==> src/rtl/mnk_game_pkg.sv <==
// Shared constants for the m,n,k game engine: cell codes, FSM states and the
// four scan directions as row/column deltas.
package mnk_game_pkg;

  localparam logic [1:0] CELL_EMPTY  = 2'b00;
  localparam logic [1:0] CELL_PLAYER = 2'b01;
  localparam logic [1:0] CELL_CPU    = 2'b10;

  typedef enum logic [1:0] {
    S_IDLE,
    S_WAIT_MOVE,
    S_SCAN,
    S_DONE
  } state_e;

  // Wide enough for origin (0..15) plus any offset (-15..15).
  typedef logic signed [7:0] coord_t;

  // Direction 0 = row, 1 = column, 2 = diagonal, 3 = anti-diagonal.
  function automatic coord_t dir_dr(input logic [1:0] d);
    case (d)
      2'd0:    dir_dr = 8'sd0;
      2'd3:    dir_dr = -8'sd1;
      default: dir_dr = 8'sd1;
    endcase
  endfunction

  function automatic coord_t dir_dc(input logic [1:0] d);
    dir_dc = (d == 2'd1) ? 8'sd0 : 8'sd1;
  endfunction

endpackage

==> src/rtl/mnk_line_scanner.sv <==
// Walks the four lines through the last placed cell, one probe per cycle,
// tracking the current run of the mover's mark and latching any win.
module mnk_line_scanner
  import mnk_game_pkg::*;
#(
  parameter int ROWS    = 3,
  parameter int COLS    = 3,
  parameter int WIN_LEN = 3
) (
  input  logic       clock_i,
  input  logic       reset_ni,
  input  logic       clear_i,
  input  logic       step_i,
  input  coord_t     org_row_i,
  input  coord_t     org_col_i,
  input  logic [1:0] mark_i,
  input  logic [1:0] cell_i,
  output coord_t     probe_row_o,
  output coord_t     probe_col_o,
  output logic       probe_ok_o,
  output logic       last_o,
  output logic       win_o
);

  localparam coord_t     OFF_MAX = coord_t'(WIN_LEN - 1);
  localparam coord_t     ROWS_C  = coord_t'(ROWS);
  localparam coord_t     COLS_C  = coord_t'(COLS);
  localparam logic [4:0] WIN_C   = 5'(WIN_LEN);

  logic [1:0] dir_q;
  coord_t     off_q;
  logic [4:0] run_q, run_d;
  logic       win_q;
  logic       hit;

  always_comb begin
    probe_row_o = org_row_i + dir_dr(dir_q) * off_q;
    probe_col_o = org_col_i + dir_dc(dir_q) * off_q;
    probe_ok_o  = !probe_row_o[7] && (probe_row_o < ROWS_C) &&
                  !probe_col_o[7] && (probe_col_o < COLS_C);
    hit         = probe_ok_o && (cell_i == mark_i);
    run_d       = hit ? run_q + 5'd1 : 5'd0;
    win_o       = win_q | (run_d >= WIN_C);
    last_o      = step_i && (dir_q == 2'd3) && (off_q == OFF_MAX);
  end

  always_ff @(posedge clock_i) begin
    if (!reset_ni || clear_i) begin
      dir_q <= 2'd0;
      off_q <= -OFF_MAX;
      run_q <= '0;
      win_q <= 1'b0;
    end else if (step_i) begin
      win_q <= win_o;
      // Each direction starts a fresh run.
      if (off_q == OFF_MAX) begin
        off_q <= -OFF_MAX;
        dir_q <= dir_q + 2'd1;
        run_q <= '0;
      end else begin
        off_q <= off_q + 8'sd1;
        run_q <= run_d;
      end
    end
  end

endmodule

==> src/rtl/mnk_game_engine.sv <==
// m,n,k game referee: validates moves, stores the board, detects wins/draws.
// Optional per-turn time limit enabled by defining MNK_TURN_TIMEOUT_EN.
module mnk_game_engine
  import mnk_game_pkg::*;
#(
  parameter int ROWS        = 3,
  parameter int COLS        = 3,
  parameter int WIN_LEN     = 3,
  parameter int TIMEOUT_CYC = 255,
  localparam int RW = $clog2(ROWS),
  localparam int CW = $clog2(COLS),
  localparam int MW = $clog2(ROWS * COLS + 1)
) (
  input  logic          clock_i,
  input  logic          reset_ni,
  input  logic          start_i,
  input  logic          move_valid_i,
  output logic          move_ready_o,
  input  logic          move_side_i,
  input  logic [RW-1:0] move_row_i,
  input  logic [CW-1:0] move_col_i,
  output logic          move_ack_o,
  output logic          move_err_o,
  input  logic [RW-1:0] rd_row_i,
  input  logic [CW-1:0] rd_col_i,
  output logic [1:0]    rd_cell_o,
  output logic          turn_o,
  output logic [MW-1:0] move_count_o,
  output logic          game_over_o,
  output logic [1:0]    winner_o,
  output logic          timeout_o
);

  localparam logic [MW-1:0] FULL = MW'(ROWS * COLS);

  state_e                       state_q;
  logic [ROWS-1:0][COLS-1:0][1:0] cells_q;
  logic                         turn_q, ack_q, err_q;
  logic [MW-1:0]                count_q;
  logic [1:0]                   winner_q;
  logic [RW-1:0]                org_row_q;
  logic [CW-1:0]                org_col_q;

  logic       in_range, legal, xfer, accept, tmo_fire;
  logic [1:0] mark, target, probe_cell;
  coord_t     probe_row, probe_col;
  logic       probe_ok, scan_last, scan_win;

  always_comb begin
    mark      = turn_q ? CELL_CPU : CELL_PLAYER;
    in_range  = (32'(move_row_i) < ROWS) && (32'(move_col_i) < COLS);
    target    = in_range ? cells_q[move_row_i][move_col_i] : CELL_CPU;
    legal     = in_range && (target == CELL_EMPTY) && (move_side_i == turn_q);
    xfer      = move_valid_i && (state_q == S_WAIT_MOVE) && !start_i;
    accept    = xfer && legal;
    rd_cell_o = ((32'(rd_row_i) < ROWS) && (32'(rd_col_i) < COLS)) ?
                cells_q[rd_row_i][rd_col_i] : CELL_EMPTY;
    probe_cell = probe_ok ? cells_q[probe_row[RW-1:0]][probe_col[CW-1:0]] : CELL_EMPTY;
  end

  logic unused_probe;
  assign unused_probe = ^{probe_row[7:RW], probe_col[7:CW]};

  mnk_line_scanner #(.ROWS(ROWS), .COLS(COLS), .WIN_LEN(WIN_LEN)) u_scan (
    .clock_i     (clock_i),
    .reset_ni    (reset_ni),
    .clear_i     (start_i || accept),
    .step_i      ((state_q == S_SCAN) && !start_i),
    .org_row_i   (coord_t'(org_row_q)),
    .org_col_i   (coord_t'(org_col_q)),
    .mark_i      (mark),
    .cell_i      (probe_cell),
    .probe_row_o (probe_row),
    .probe_col_o (probe_col),
    .probe_ok_o  (probe_ok),
    .last_o      (scan_last),
    .win_o       (scan_win)
  );

  always_ff @(posedge clock_i) begin
    if (!reset_ni) begin
      state_q   <= S_IDLE;
      cells_q   <= '0;
      turn_q    <= 1'b0;
      count_q   <= '0;
      winner_q  <= CELL_EMPTY;
      ack_q     <= 1'b0;
      err_q     <= 1'b0;
      org_row_q <= '0;
      org_col_q <= '0;
    end else begin
      ack_q <= 1'b0;
      err_q <= 1'b0;
      if (start_i) begin
        state_q  <= S_WAIT_MOVE;
        cells_q  <= '0;
        turn_q   <= 1'b0;
        count_q  <= '0;
        winner_q <= CELL_EMPTY;
      end else begin
        case (state_q)
          S_WAIT_MOVE: begin
            if (accept) begin
              cells_q[move_row_i][move_col_i] <= mark;
              ack_q     <= 1'b1;
              count_q   <= count_q + MW'(1);
              org_row_q <= move_row_i;
              org_col_q <= move_col_i;
              state_q   <= S_SCAN;
            end else begin
              err_q <= xfer;
              if (tmo_fire) turn_q <= ~turn_q;
            end
          end
          S_SCAN: begin
            // turn_q still names the mover until the scan resolves.
            if (scan_last) begin
              if (scan_win) begin
                winner_q <= mark;
                state_q  <= S_DONE;
              end else if (count_q == FULL) begin
                state_q  <= S_DONE;
              end else begin
                turn_q   <= ~turn_q;
                state_q  <= S_WAIT_MOVE;
              end
            end
          end
          default: ;
        endcase
      end
    end
  end

`ifdef MNK_TURN_TIMEOUT_EN
  localparam logic [15:0] TMO_LAST = 16'(TIMEOUT_CYC - 1);
  logic [15:0] tmo_cnt_q;
  logic        tmo_q;

  assign tmo_fire = (state_q == S_WAIT_MOVE) && !start_i && !accept && (tmo_cnt_q == TMO_LAST);

  always_ff @(posedge clock_i) begin
    if (!reset_ni) begin
      tmo_cnt_q <= '0;
      tmo_q     <= 1'b0;
    end else begin
      tmo_q <= tmo_fire;
      if ((state_q != S_WAIT_MOVE) || start_i || accept || tmo_fire) tmo_cnt_q <= '0;
      else tmo_cnt_q <= tmo_cnt_q + 16'd1;
    end
  end
  assign timeout_o = tmo_q;
`else
  logic unused_tmo_cfg;
  assign unused_tmo_cfg = ^16'(TIMEOUT_CYC);
  assign tmo_fire  = 1'b0;
  assign timeout_o = 1'b0;
`endif

  assign move_ready_o = (state_q == S_WAIT_MOVE);
  assign game_over_o  = (state_q == S_DONE);
  assign move_ack_o   = ack_q;
  assign move_err_o   = err_q;
  assign turn_o       = turn_q;
  assign move_count_o = count_q;
  assign winner_o     = winner_q;

endmodule

==> config.mk <==
export PLATFORM = sky130hd
export DESIGN_NAME = mnk_game_engine
export DESIGN_NICKNAME = d
export VERILOG_FILES = /design/src/rtl/mnk_game_pkg.sv /design/src/rtl/mnk_line_scanner.sv /design/src/rtl/mnk_game_engine.sv
export SDC_FILE = /design/constraint.sdc
export NUM_CORES = 1
export LEC_CHECK = 0
export BUFFER_PORTS_ARGS = -buffer_cell sky130_fd_sc_hd__buf_2
export CORE_ASPECT_RATIO = 0.8
export CORE_MARGIN = 5
export CORE_UTILIZATION = 39
export DETAILED_ROUTE_END_ITERATION = 8
export PLACE_DENSITY = 0.56
export SETUP_SLACK_MARGIN = 0.5
export SLEW_MARGIN = 0
export SYNTH_ARGS = -nofsm -noshare
export SYNTH_HDL_FRONTEND = slang
export SYNTH_SLANG_ARGS = --single-unit
==> constraint.sdc <==
create_clock -name clock_i -period 4.5 [get_ports clock_i]
set_input_delay 0.225 -clock clock_i [delete_from_list [all_inputs] [get_ports clock_i]]
set_output_delay 0.225 -clock clock_i [all_outputs]
set_load 0.005 [all_outputs]
Yosys cells after proc, flatten, opt, wreduce, memory -nomap -nowiden
Cells that the tools add are included.
W data, S select, Z words.
{ "word_totals": {"inputBits": 13, "output_inout_bits": 14, "ff_bits": 49} }
{ "classes": {"bitwise": 7, "eq_ne": 13, "reduce_logical": 36, "addsub": 6, "multipliers": 2, "order_cmp": 15, "muxes": 35} }
{ "op_table": {"columns": ["operator", "n"], "rows": [
  ["$bmux W6 S2", 3],
  ["$mux W6", 5],
  ["$mux W2", 13],
  ["$bwmux W18", 1],
  ["$add A3 B8 Y8", 2],
  ["$logic_and A1 B1 Y1", 16],
  ["$lt A8 B3 Y1 const B", 2],
  ["$mul A8 B8 Y8", 2],
  ["$pmux W8 S2", 1],
  ["$bmux W2 S2", 3],
  ["$demux W6 S2", 1],
  ["$lt A2 B3 Y1 const B", 4],
  ["$reduce_and A3 Y1", 4],
  ["$mux W5", 2],
  ["$add A8 B2 Y8 const B", 1],
  ["$eq A8 B3 Y1 const B", 1],
  ["$lt A2 B2 Y1 const B", 4],
  ["$lt A2 B4 Y1 const B", 2],
  ["$mux W8", 1],
  ["$eq A2 B2 Y1 const B", 3],
  ["$not A1 Y1", 6],
  ["$add A5 B1 Y5 const B", 1],
  ["$ge A5 B2 Y1 const B", 1],
  ["$add A4 B1 Y4 const B", 1],
  ["24 further kinds", 34]
]} }

Longest topological paths before layout
Gate-level depths: netlist (run 1).
{ "depth": {"depth_word": 20, "mapped_depth": 20} }

Hierarchy
Synthesis (run 1) repeated with hierarchy kept, for this count alone.
{ "unflattened": {"hier_cells": 509, "area_unflattened_um2": 4275.4} }
{ "by_module_without_submodules": {"columns": ["module", "area_per_inst_um2", "instances", "cells_per_inst", "seq_area_each_um2"], "rows": [
  ["mnk_line_scanner", 2388.5, 1, 284, 320.3],
  ["mnk_game_engine", 1886.8, 1, 225, 660.6]
]} }

Worst setup path after synthesis (run 1)
No wires, ideal clock.
{ "synth_path": {"kind": "reg-to-reg", "start": "reg u_scan.off_q[3]", "end": "reg turn_q (netlist: turn_o)", "required_ns": 4.428, "t_arrival_ns": 4.746, "slack_ns": -0.317, "n_path_buf": 1, "stages_incl_launch_ff": 18, "setup_time_ns": 0.072, "cell_sequence": "dfxtp_1 -> clkbuf_1 -> xor2_1 -> and2_1 -> ha_1 -> a31o_2 -> fa_1 -> inv_1 -> fa_1 -> fa_1 -> inv_1 -> ha_1 -> a21oi_1 -> xnor3_1 -> xnor2_1 -> nor3_1 -> nor4_1 -> mux2i_1"} }
{ "synth_via": {"elab_chain_cells": 14} }
{ "synth_rtl": {"columns": ["item", "line", "rtl"], "rows": [
  ["start, declared", "mnk_line_scanner.sv:31", "coord_t off_q;"],
  ["start signal, assigned", "mnk_line_scanner.sv:50", "off_q <= -OFF_MAX;"],
  ["start signal, assigned", "mnk_line_scanner.sv:57", "off_q <= -OFF_MAX;"],
  ["start signal, assigned", "mnk_line_scanner.sv:61", "off_q <= off_q + 8'sd1;"],
  ["$mul A8 B8 Y8", "mnk_line_scanner.sv:37", "probe_row_o = org_row_i + dir_dr(dir_q) * off_q;"],
  ["$add A3 B8 Y8", "mnk_line_scanner.sv:37", null],
  ["$lt A8 B3 Y1 / $logic_not A1 Y1 (equally long branches)", "mnk_line_scanner.sv:39", "probe_ok_o = !probe_row_o[7] && (probe_row_o < ROWS_C) &&"],
  ["$logic_and A1 B1 Y1 (2 in series)", "mnk_line_scanner.sv:39", null],
  ["$logic_and A1 B1 Y1", "mnk_line_scanner.sv:40", "!probe_col_o[7] && (probe_col_o < COLS_C);"],
  ["$mux W2", "mnk_game_engine.sv:58", "probe_cell = probe_ok ? cells_q[probe_row[RW-1:0]][probe_col[CW-1:0]] : CELL_EMPTY;"],
  ["$eq A2 B2 Y1", "mnk_line_scanner.sv:41", "hit = probe_ok_o && (cell_i == mark_i);"],
  ["$logic_and A1 B1 Y1", "mnk_line_scanner.sv:41", null],
  ["$mux W5", "mnk_line_scanner.sv:42", "run_d = hit ? run_q + 5'd1 : 5'd0;"],
  ["$ge A5 B2 Y1", "mnk_line_scanner.sv:43", "win_o = win_q | (run_d >= WIN_C);"],
  ["$or A1 B1 Y1", "mnk_line_scanner.sv:43", null],
  ["$not A1 Y1 (no line)", null, null],
  ["$reduce_and A4 Y1 (no line) (*)", null, null],
  ["end signal, assigned", "mnk_game_engine.sv:112", "if (tmo_fire) turn_q <= ~turn_q;"],
  ["end signal, assigned", "mnk_game_engine.sv:124", "turn_q <= ~turn_q;"],
  ["end, declared", "mnk_game_engine.sv:38", "logic turn_q, ack_q, err_q;"]
]} }
Mark *: on every way between the ends. The rest lies on a longest branch, timed or not.
A chain may end at the register's enable or synchronous reset.

Worst setup path after layout (run 1)
{ "layout_path": {"start": "reg u_scan.dir_q[0]", "end": "reg turn_q (netlist: turn_o)"} }
{ "layout_via": {"elab_chain_cells": 18} }
{ "layout_rtl": {"columns": ["item", "line", "rtl"], "rows": [
  ["start, declared", "mnk_line_scanner.sv:30", "logic [1:0] dir_q;"],
  ["start signal, assigned", "mnk_line_scanner.sv:58", "dir_q <= dir_q + 2'd1;"],
  ["$eq A2 B2 Y1 / $logic_not A2 Y1 (equally long branches)", "mnk_game_pkg.sv:21, mnk_line_scanner.sv:44", null],
  ["$pmux W8 S2", "mnk_game_pkg.sv:21", "case (d)"],
  ["$mul A8 B8 Y8", "mnk_line_scanner.sv:37", null],
  ["$add A3 B8 Y8", "mnk_line_scanner.sv:37", null],
  ["$bmux W6 S2", "mnk_game_engine.sv:58", null],
  ["$mux W6 (not written as such) (2 in series)", "mnk_game_engine.sv:58", null],
  ["$bmux W2 S2", "mnk_game_engine.sv:58", null],
  ["$mux W2 (not written as such) (2 in series)", "mnk_game_engine.sv:58", null],
  ["$mux W2", "mnk_game_engine.sv:58", null],
  ["$eq A2 B2 Y1", "mnk_line_scanner.sv:41", null],
  ["$logic_and A1 B1 Y1", "mnk_line_scanner.sv:41", null],
  ["$mux W5", "mnk_line_scanner.sv:42", null],
  ["$ge A5 B2 Y1", "mnk_line_scanner.sv:43", null],
  ["$or A1 B1 Y1", "mnk_line_scanner.sv:43", null],
  ["$not A1 Y1 (no line)", null, null],
  ["$reduce_and A4 Y1 (no line) (*)", null, null]
]} }
Mark *: on every way between the ends. The rest lies on a longest branch, timed or not. The select of a mux whose other input is x is not followed.

==> out/metrics.sh, run 1 <==
SYNTH_XOR_XNOR_AREA_SHARE_PCT=6.98
SYNTHFLOPTYPE='dfxtp_1'
POSTLAYOUTCOREUTIL_PCT=48.1
DIE_WIDTH_UM=119
DRT-PASS1-ITER-COUNT=4
CLOCK_TREE.HTREE_LEVEL_COUNT=2
CTS_ROOT_BUF='clkbuf_16'
DRT-INITIAL-DRC-COUNT=98
NETLIST_AREA_MM2=0.00371
HOLD_VIOL=0
POWER_DENSITY_RELATIVE_TO_CELL_AREA_mW_PER_MM2=208
SYN_NETS=500
TIMING.CRITICAL_PATH.SLOWEST_STAGE_CELL='fa_1'
POST_SYNTH_MOST_FREQUENT_CELLS='dfxtp_1 (49), inv_1 (39), ha_1 (36), nor2_1 (34), a21oi_1 (32)'
PER_CELL_ROUTED_WIRE_LENGTH_UM=15.0
CTS-HOLD-FIX-BUFFERS=0
IO_PINS=27
CLOCK_LATENCY_NS=0.28
TIMING.CRITICAL_PATH.MAX_DELAY_FAMILY='adder cells'
FIN_SETUP_TNS_NS=0
SYNTH_CELL_TYPES=58
SYNTH.FF_LATCH_COUNT=49
TRITONCTS_CLOCK_TREE='done'
SYNTHSIMPLEGATEAREAFRAC_PCT=22.9
WORST_PATH_CELL_TRACE='inv_2, ha_4, nor2b_4, xnor2_1, ha_2, a31o_4, fa_1, ha_1, inv_1, fa_1, inv_2, ha_4, a21o_1, a21oi_2, xnor3_2, xnor2_4, nor3_4, nor4_2, mux2i_1'
CRITPATHREQUIREDTIME_NS=4.72
NUMBER_OF_ROWS_CREATED_AT_FLOORPLAN=31
SYNTH_TOP_FAMILY_BY_AREA='simple AND/OR/NAND/NOR gates'
SYNTH_AREA_LEADER_CELL='dfxtp_1'
SYNTHMUXAREASHARE_PCT=3.58
SYNTH_COMPOUND_GATE_AREA_SHARE_PCT=15.3
MAX-VDD-IR-DROP_mV=0.177
AVGSYNTHCELLAREA_UM2=8.41
SYN_INST=441
ANTENNA_FOUND_INITIAL=0
FLOORPLAN.DIE_AREA_MM2=0.0116
FINALSETUPVIOLCOUNT=0
FIN_CRIT_SH_PCT=94.9
CORE_AREA_MM2=0.00915
CRITICAL_PATH_MAXIMUM_FANOUT=4
AREA_GROWTH_SYN_TO_LAYOUT_PCT=18.8
ARRIVAL_NS=4.48
LAYOUT-DRIVE-GT1-SHARE_PCT=21.0
DRT.ANTENNA.VIOLATING_NETS=0
TIMING.SLEW.HEADROOM_PCT=36.7
TRACK_USAGE_PCT=15.7
SYNTHARSTFLOPSHARE_PCT=0
FMAX_MHz=234
SHARE_OF_SYNTHESIZED_CELL_AREA_IN_FULL_ADDER_HALF_ADDER_AND_MAJORITY_CELLS_PCT=17.5
CLK_PATH_BUF_DEPTH=2
CLK_PIN_SLEW_NS=0.07
WORST_HOLD_CHECK_PATH_TYPE='in -> reg'
YS.WARNINGS.COUNT=0
GRT_MAX_DEGREE=26
CRITICALPATHCATEGORY='reg -> reg'
VIA_COUNT_OF_THE_FIRST_GLOBAL_ROUTING_PASS=3103
DP_HPWL_UM=6680
GRT_SETUP_UNREPAIRED='yes'
FLOORPLAN.INITIALDENSITY_PCT=40.5
LEAKAGEPOWER_nW=1.83
NUMCLOCKSINKS=49
YOSYSMOSTFREQUENTCELL='dfxtp_1'
ROUTE.VIAS.TOTAL=3111
SEQ_AREA_FRAC_SYNTH_PCT=26.4
TIGHTEST_SLEW_NS=0.949
NUMBER_OF_NON_FILLER_INSTANCES_IN_THE_COMPLETED_LAYOUT=581
PLACEMENT.CELL_AREA_MM2=0.00405
TOTAL_POWER_W=0.000917
FILLER_CELL_COUNT_IN_THE_FINAL_LAYOUT=896
POST-ROUTE-CELL-AREA_MM2=0.00441
SKEW_NS=0.00493
CP-END-KIND='flop'
POST-SYNTH-TOP-AREA-FRACTION_PCT=26.4
VIASPERCELL=5.35
CHIPHEIGHT_UM=97.2
WORSTPATHBUFFERINVERTERCOUNT=3
RUN_STATUS='finished, final reports clean'
LARGEST_STAGE_DELAY_ON_THE_CRITICAL_PATH_NS=0.49
REPORT.FINAL.SLEW_VIOL_COUNT=0
SYNTH_AREA_LEADERS='dfxtp_1 (26%), ha_1 (12%), fa_1 (5.4%)'
PERIOD_MINUS_SLACK_NS=4.27
GP_CONGESTION=0.792
IO_BUFFERS=25
DIODES_INSERTED=0
NUMCTSBUFFERS=5
DRC=0
MAXCAPVIOLCOUNT=0
NUMBER_OF_ENABLE_TYPE_REGISTER_CELLS_IN_THE_SYNTHESIZED_NETLIST=0
GRT_PASS1_WL_UM=15400
DRT_WL_TOTAL_UM=8690
PLACED_CELLS=564
GRT_OVERFLOW_TOTAL=0
CP-START-KIND='flop'
NETS=524
## flip-flops by register name, indices dropped and copies added, names as in the netlist
register,flops
cells_q,18
u_scan.run_q,5
u_scan.dir_q,2
u_scan.off_q,8
org_row_q,2
turn_o,1
move_count_o,4
org_col_q,2
state_q,2
move_ack_o,1
winner_o,2
move_err_o,1
u_scan.win_q,1
## metal layers
layer	up-vias	global-route usage [%]	part of all wire, %
li1	1585	-	-
met1	1450	23.9	52
met2	71	23.2	42
met3	5	2.74	6.1
met4	0	3.03	0.84
met5	-	0	0
## layout by cell type, fill, tap and decap left out, drive strengths merged, types with 4 or more instances in the layout
cell type	count
ha	36
nand4	7
a21oi	32
nand3	23
o21ai	14
xnor2	12
a221oi	5
o22ai	5
nand2	23
nor2b	20
a31oi	4
nor2	34
inv	39
buf	41
and3	6
fa	10
nor3	13
dfxtp	49
mux2i	11
a211oi	4
and2	8
xor2	15
clkbuf	7
nand2b	6
## cell families (layout without fill, tap and decap cells)
| family | count (synthesis) | after routing |
|---|---|---|
| other cells | 1 | 1 |
| buf+inv | 63 | 88 |
| flops | 49 | 49 |
| fa+ha+maj | 46 | 46 |
| mux | 13 | 13 |
| xor+xnor | 28 | 28 |
| simple gates | 157 | 157 |
| compound gates | 84 | 84 |
## where the power goes
part / leakage, nW / switching, W / internal [W]
Clock: 0.0813 / 0.000161 / 0.000255
Combinational: 1.35 / 0.0000420 / 0.0000231
Sequential: 0.396 / 0.00000175 / 0.000434
## metrics by stage
stage | hold slack [ns] | worst slack [ns]
2_1_floorplan | 0.343 | 0.414
6_report | 0.223 | 0.231
3_3_place_gp | 0.450 | 0.0563
5_1_grt | 0.231 | 0.0510
3_5_place_dp | 0.452 | 0.00283
4_1_cts | 0.216 | 0.242
## timing repair
action / 4_1_cts / 5_1_grt
gates cloned: 0 / 0
pin swaps: 29 / 16
hold endpoints to repair: 0 / 0
gates resized for setup: 20 / 8
setup buffers: 9 / 0
setup endpoints to repair: 10 / 10
## final cells by class
type                    instances  area, um2  area share, %
clock inverters                 1       7.51          0.170
repair buffers                 41        245           5.57
flip-flops and latches         49        991           22.5
inverters                      39        149           3.38
clock buffers                   7        164           3.72
multi-input cells             329       2710           61.4
well taps                     115        144           3.27
## final timing paths
| kind | startpoint | endpoint | slack [ns] | cells after the start |
|---|---|---|---|---|
| setup / recovery | u_scan.dir_q[0] | turn_o | 0.23 | 19 |
| hold / removal | reset_ni | state_q[0] | 0.22 | 2 |
| setup reg to reg | u_scan.dir_q[0] | turn_o | 0.23 | 19 |
| hold reg to reg | winner_o[0] | winner_o[0] | 0.47 | 2 |
No activity file was read; power rests on OpenSTA's default activity.
==> run 2: changes to the inputs <==
Settings changed: ABC_AREA set to 0, PLACE_DENSITY 0.56 to 0.55, SYNTH_HIERARCHICAL set to 1.
==> run 2 against run 1 <==
  * The run now ends with negative setup slack left
  * Clock power about the same
  * Non-clock buffer count increased by 17
  * Critical path type unchanged
  * Global-route usage decreased by 0.24 points
  * Critical endpoint unchanged
  * Largest power group unchanged
  * Sequential share of layout area decreased by 3.0 points
  * Register-to-register slack got worse by 1.5 ns
  * Synthesized cell count increased by 15%
  * Cell count increased by 22%
  * Clock skew increased by 0.0026 ns
  * Highest routed layer unchanged
  * Sequential power about the same
  * Clock-buffer cell count decreased by 1
==> out/metrics.sh, run 2 <==
RUN_STATUS='complete, but fails checks'
VIOLATIONS='negative setup slack'
REGTOREGSTARTPOINT='u_scan/dir_q[0]'
GRT_MAX_DEGREE=32
LEAKAGEPOWER_nW=2.15
POWER_DENSITY_RELATIVE_TO_CELL_AREA_mW_PER_MM2=195
RR_WORST_DEPTH=23
NETS=641
MOST-COMMON-LAYOUT-CELLS='inv_1 (51), nor2_1 (50), dfxtp_1 (47)'
WORST_PATH_CELL_TRACE='ha_4, and2_4, fa_1, fa_1, ha_1, fa_1, ha_1, ha_2, inv_2, fa_1, inv_1, or3_4, or3_4, nor3_4, and3_4, and2_4, xor2_1, nor2_1, a31o_2, nor3b_2, nand2_1, xnor2_1, nor2_1'
CP-START-KIND='flop'
GRT_OVERFLOW_TOTAL=0
GRT_PASS1_WL_UM=17000
DIE_WIDTH_UM=127
MULTI_INPUT_COMB_AREA_MM2=0.00314
LARGEST_REGISTER='cells_q'
TIMING.CRITICAL_PATH.SLOWEST_STAGE_CELL='fa_1'
PER_CELL_ROUTED_WIRE_LENGTH_UM=14.3
YS.WARNINGS.COUNT=6
GP_CONGESTION=0.824
VIA_COUNT_OF_THE_FIRST_GLOBAL_ROUTING_PASS=3512
SKEW_NS=0.00756
AVGSYNTHCELLAREA_UM2=8.41
CLK_PIN_SLEW_NS=0.07
FINALSETUPVIOLCOUNT=10
WORST_HOLD_CHECK_PATH_TYPE='in -> reg'
CTS_ROOT_BUF='clkbuf_16'
CLK_PATH_BUF_DEPTH=2
FILLER_CELL_COUNT_IN_THE_FINAL_LAYOUT=1066
CRITICAL-PATH-TOP-CELL-BY-COUNT='fa_1'
CRITICALPATHCATEGORY='reg -> reg'
TIMING.SLEW.HEADROOM_PCT=20.8
CRIT-REG2REG-CAPTURE='turn_o'
PERIOD_MINUS_SLACK_NS=5.75
NUMBER_OF_NON_FILLER_INSTANCES_IN_THE_COMPLETED_LAYOUT=709
ROUTE.VIAS.TOTAL=3674
TIMING.HOLD.WORST.START='move_valid_i'
NUMCTSBUFFERS=5
CRITPATHREQUIREDTIME_NS=4.63
POSTLAYOUTCOREUTIL_PCT=46.9
NUMCLOCKSINKS=49
DRT_WL_TOTAL_UM=10100
VIASPERCELL=5.18
CORE_AREA_MM2=0.0108
GRT_SETUP_UNREPAIRED='yes'
HOLD_VIOL=0
FMAX_MHz=174
CRITICAL_PATH_MAXIMUM_FANOUT=6
FLOORPLAN.INITIALDENSITY_PCT=39.5
TIGHTEST_SLEW_NS=1.19
MAXCAPVIOLCOUNT=0
CHIPHEIGHT_UM=104
WORST_HOLD_PATH.NUM_CELLS=3
LAYOUT-DRIVE-GT1-SHARE_PCT=20.0
DRC=0
SYN_INST=507
IO_BUFFERS=25
AREA_GROWTH_SYN_TO_LAYOUT_PCT=19.0
DRT-INITIAL-DRC-COUNT=189
CLOCK_LATENCY_NS=0.29
NUMBER_OF_ROWS_CREATED_AT_FLOORPLAN=34
LARGEST_STAGE_DELAY_ON_THE_CRITICAL_PATH_NS=0.52
TRACK_USAGE_PCT=15.5
DIODES_INSERTED=0
SEQCELLAREA_UM2=988
NETLIST_AREA_MM2=0.00426
POSTLAYOUTSETUPSLACKWORST_NS=-1.25
FLOORPLAN.DIE_AREA_MM2=0.0131
ARRIVAL_NS=5.89
DRT.ANTENNA.VIOLATING_NETS=0
LARGEST_REG_FLOPS=18
CP-END-KIND='flop'
FIN_CRIT_SH_PCT=128
MOST_COMMON_LIBRARY_CELL_IN_THE_LAYOUT_IGNORING_FILL_AND_TAPS='inv_1'
MAX-VDD-IR-DROP_mV=0.169
HOLD-PATH-ENDPOINT='move_err_o'
TOTAL_POWER_W=0.000988
ANTENNA_FOUND_INITIAL=0
IO_PINS=27
REGTOREGSETUPSLACK_NS=-1.25
REG.LARGEST.LIST='cells_q: 18 flops, u_scan/off_q: 8 flops, u_scan/run_q: 5 flops'
CLOCK_TREE.HTREE_LEVEL_COUNT=2
DRT-PASS1-ITER-COUNT=5
TRITONCTS_CLOCK_TREE='done'
DP_HPWL_UM=8170
REPORT.FINAL.SLEW_VIOL_COUNT=0
PLACED_CELLS=699
-- run 2: critical path: cells and delay by family (launching register included) --
kind                       cells  cell delay [ns]
xor gates and xnor gates       2             0.30
buffers and inverters          2             0.08
AOI/OAI and AO/OA              1             0.28
adders and majority gates      8             2.81
and+or+nand+nor               10             1.77
DFF                            1             0.36
-- run 2: cell type report --
| cell class | instances | share of cell area (%) |
|---|---|---|
| inverters | 58 | 4.34 |
| multi-input cells | 392 | 61.9 |
| well taps | 144 | 3.55 |
| clock buffers | 6 | 2.96 |
| repair buffers | 58 | 7.35 |
| flip-flops and latches | 49 | 19.5 |
| clock inverters | 2 | 0.395 |
-- run 2: per-layer routing --
metal | GRT usage, % | wire length [um]
met4 | 2.07 | 57
met3 | 2.57 | 409
met2 | 22.9 | 4280
met1 | 24.1 | 5410
met5 | 0 | 0
-- run 2: worst max-delay path by stage --
stage                          from               to  slack, ns  cells after the start
global placement    u_scan/dir_q[1]           turn_o      -1.19                     27
finish              u_scan/dir_q[0]           turn_o      -1.25                     23
floorplan           u_scan/dir_q[0]  u_scan/run_q[4]      -1.01                     23
global route        u_scan/dir_q[0]           turn_o      -1.50                     27
CTS                 u_scan/dir_q[0]           turn_o      -1.25                     27
detailed placement  u_scan/dir_q[1]       state_q[1]      -1.24                     27
-- run 2: through the flow --
step           hold slack [ns]  instance area [um2]  worst slack, ns  setup TNS [ns]
2_1_floorplan            0.353                 4440            -1.01           -8.40
3_3_place_gp             0.468                 4830            -1.19          -11.11
3_5_place_dp             0.469                 4830            -1.24          -11.47
4_1_cts                  0.223                 5010            -1.25          -11.72
5_1_grt                  0.224                 5070            -1.50          -13.68
6_report                 0.219                 5070            -1.25          -11.33
-- run 2: report_power, final --
part / leakage (nW) / internal (W) / switching (W)
Combinational: 1.67 / 0.0000523 / 0.0000813
Clock: 0.0841 / 0.000245 / 0.000173
Sequential: 0.397 / 0.000434 / 0.00000202
-- run 2: repair_timing --
item,in CTS,in global routing
resized for setup,2,11
pin swaps,1,14
setup buffers,1,1
endpoints found under the setup margin,10,10
hold buffers,0,0
==> run 3: changes to the inputs <==
Settings changed: CORE_UTILIZATION 39 to 50, PLACE_DENSITY 0.55 to 0.68.
==> run 3 against run 2 <==
  * The run still ends with negative setup slack left
  * First-iteration DRC count up 30%
  * Register-to-register slack better by 0.04 ns
  * Hold slack worse by 0.018 ns
  * Critical path type unchanged
  * Clock skew up 0.012 ns
  * Cell count down 4.2%
  * Via count up 2.6%
==> out/metrics.sh, run 3 (synthesis results as in run 2) <==
MAXCAPVIOLCOUNT=0
ROUTE.VIAS.TOTAL=3770
GP_CONGESTION=0.897
NUMBER_OF_NON_FILLER_INSTANCES_IN_THE_COMPLETED_LAYOUT=679
FLOORPLAN.DIE_AREA_MM2=0.0105
PER_CELL_ROUTED_WIRE_LENGTH_UM=14.6
GRT_SETUP_UNREPAIRED='yes'
LARGEST_REGISTER='cells_q'
NUMBER_OF_ROWS_CREATED_AT_FLOORPLAN=30
RR_WORST_DEPTH=22
DIE_WIDTH_UM=113
SKEW_NS=0.0194
FILLER_CELL_COUNT_IN_THE_FINAL_LAYOUT=763
IO_BUFFERS=25
LEAKAGEPOWER_nW=2.12
GRT_MAX_DEGREE=32
NUMCLOCKSINKS=49
MAX-VDD-IR-DROP_mV=0.141
DIODES_INSERTED=0
GRT_PASS1_WL_UM=17400
ANTENNA_FOUND_INITIAL=0
NETS=643
VIOLATIONS='negative setup slack'
IO_PINS=27
CLOCK_TREE.HTREE_LEVEL_COUNT=2
POWER_DENSITY_RELATIVE_TO_CELL_AREA_mW_PER_MM2=171
DRT_WL_TOTAL_UM=9920
NUMCTSBUFFERS=5
PLACEMENT.CELL_AREA_MM2=0.00479
ARRIVAL_NS=5.95
CLK_PIN_SLEW_NS=0.11
MOST-COMMON-LAYOUT-CELLS='inv_1 (51), nor2_1 (49), dfxtp_1 (47)'
REPORT.FINAL.SLEW_VIOL_COUNT=0
CLK_PATH_BUF_DEPTH=2
DRC=0
WORST_HOLD_PATH.NUM_CELLS=3
CTS-HOLD-FIX-BUFFERS=0
FLOORPLAN.INITIALDENSITY_PCT=50.7
GRT_OVERFLOW_TOTAL=0
CTS_ROOT_BUF='clkbuf_8'
DRT.ANTENNA.VIOLATING_NETS=0
FIN_CRIT_SH_PCT=127
PLACED_CELLS=666
WORST_HOLD_CHECK_PATH_TYPE='in -> reg'
FMAX_MHz=175
PLACE_WS_NS=-1.25
CRITPATHREQUIREDTIME_NS=4.74
CRITICALPATHCATEGORY='reg -> reg'
CRITICAL_PATH_MAXIMUM_FANOUT=6
POST-ROUTE-CELL-AREA_MM2=0.00498
FINALSETUPVIOLCOUNT=10
MOST_COMMON_LIBRARY_CELL_IN_THE_LAYOUT_IGNORING_FILL_AND_TAPS='inv_1'
TRITONCTS_CLOCK_TREE='done'
POSTLAYOUTSETUPSLACKWORST_NS=-1.21
CP-START-KIND='flop'
DRT-PASS1-ITER-COUNT=5
LARGEST_REG_FLOPS=18
DRT-INITIAL-DRC-COUNT=245
REG.LARGEST.LIST='cells_q: 18 flops, u_scan/off_q: 8 flops, u_scan/run_q: 5 flops'
TIGHTEST_SLEW_NS=0.529
WORST_HOLD_SLACK_NS=0.200
VIA_COUNT_OF_THE_FIRST_GLOBAL_ROUTING_PASS=3669
CLOCK_LATENCY_NS=0.31
LAYOUT-DRIVE-GT1-SHARE_PCT=20.3
PERIOD_MINUS_SLACK_NS=5.71
CORE_AREA_MM2=0.00841
TIMING.SLEW.HEADROOM_PCT=64.7
CP-END-KIND='flop'
RUN_STATUS='complete, but fails checks'
DP_HPWL_UM=7760
CHIPHEIGHT_UM=92.6
VIASPERCELL=5.55
HOLD_VIOL=0
TRACK_USAGE_PCT=19.9
AREA_GROWTH_SYN_TO_LAYOUT_PCT=16.9
run 3: cell types whose count changed in the layout (fill, tap and decap cells not counted), sizes merged:
cell    delta
clkinv     +2
clkbuf     -1
inv        -1
buf        +2
run 3: cell type report:
class                           count  area [um2]  share of cell area (%)
Clock buffer                        5        68.8                    1.38
Multi-Input combinational cell    392        3130                    62.9
Clock inverter                      3        33.8                   0.678
Sequential cell                    49         988                    19.8
Timing Repair Buffer               60         399                    8.01
Inverter                           58         220                    4.42
Tap cell                          112         140                    2.81
run 3: power by group:
part	switching (W)	total, W	internal [W]
Sequential	0.00000187	0.000436	0.000434
Combinational	0.0000817	0.000135	0.0000536
Clock	0.000163	0.000279	0.000116
Total	0.000246	0.000851	0.000604
run 3: metrics by stage:
step	utilization, %	setup TNS [ns]	total power [W]
floorplan	-	-8.40	0.000545
global placement	56.9	-10.19	0.000573
detailed placement	56.9	-11.50	0.000576
CTS	58.6	-12.38	0.000857
global route	59.3	-14.18	0.000897
finish	59.3	-11.37	0.000851
run 3: path summary, 6_finish.rpt:
kind / from / to / slack [ns]
worst min-delay path: move_valid_i / move_err_o / 0.20
worst max register to register: u_scan/dir_q[0] / u_scan/run_q[2] / -1.21
worst min register to register: u_scan/win_q / u_scan/win_q / 0.48
worst max-delay path: u_scan/dir_q[0] / u_scan/run_q[2] / -1.21
run 3: what timing repair did:
item                                    in CTS  in global routing
resized for setup                            4                 11
endpoints found under the setup margin      10                 10
pin swaps                                    8                 17
buffers inserted                             3                  2
run 3: critical path, cell delays in order (launching register included):
cell and delay (ns):
dfxtp_4 0.38, ha_4 0.18, and2_4 0.17, fa_1 0.55
fa_1 0.41, ha_1 0.30, fa_1 0.44, ha_1 0.29
ha_2 0.18, inv_2 0.04, fa_1 0.47, inv_1 0.04
or3_4 0.35, or3_4 0.34, nor3_2 0.11, and3_4 0.20
and2_4 0.13, xor2_1 0.05, nor2_1 0.18, nand2_1 0.11
or3_4 0.41, a2111oi_4 0.20, a21o_1 0.11
run 3: metal layers:
metal,global-route usage (%),share of wire (%),routed length [um],up-vias
met2,31.3,44,4360,116
met3,2.87,5.7,568,6
met5,0,0,0,-
li1,-,-,-,1850
met4,2.80,0.62,62,0
met1,29.4,50,4940,1798
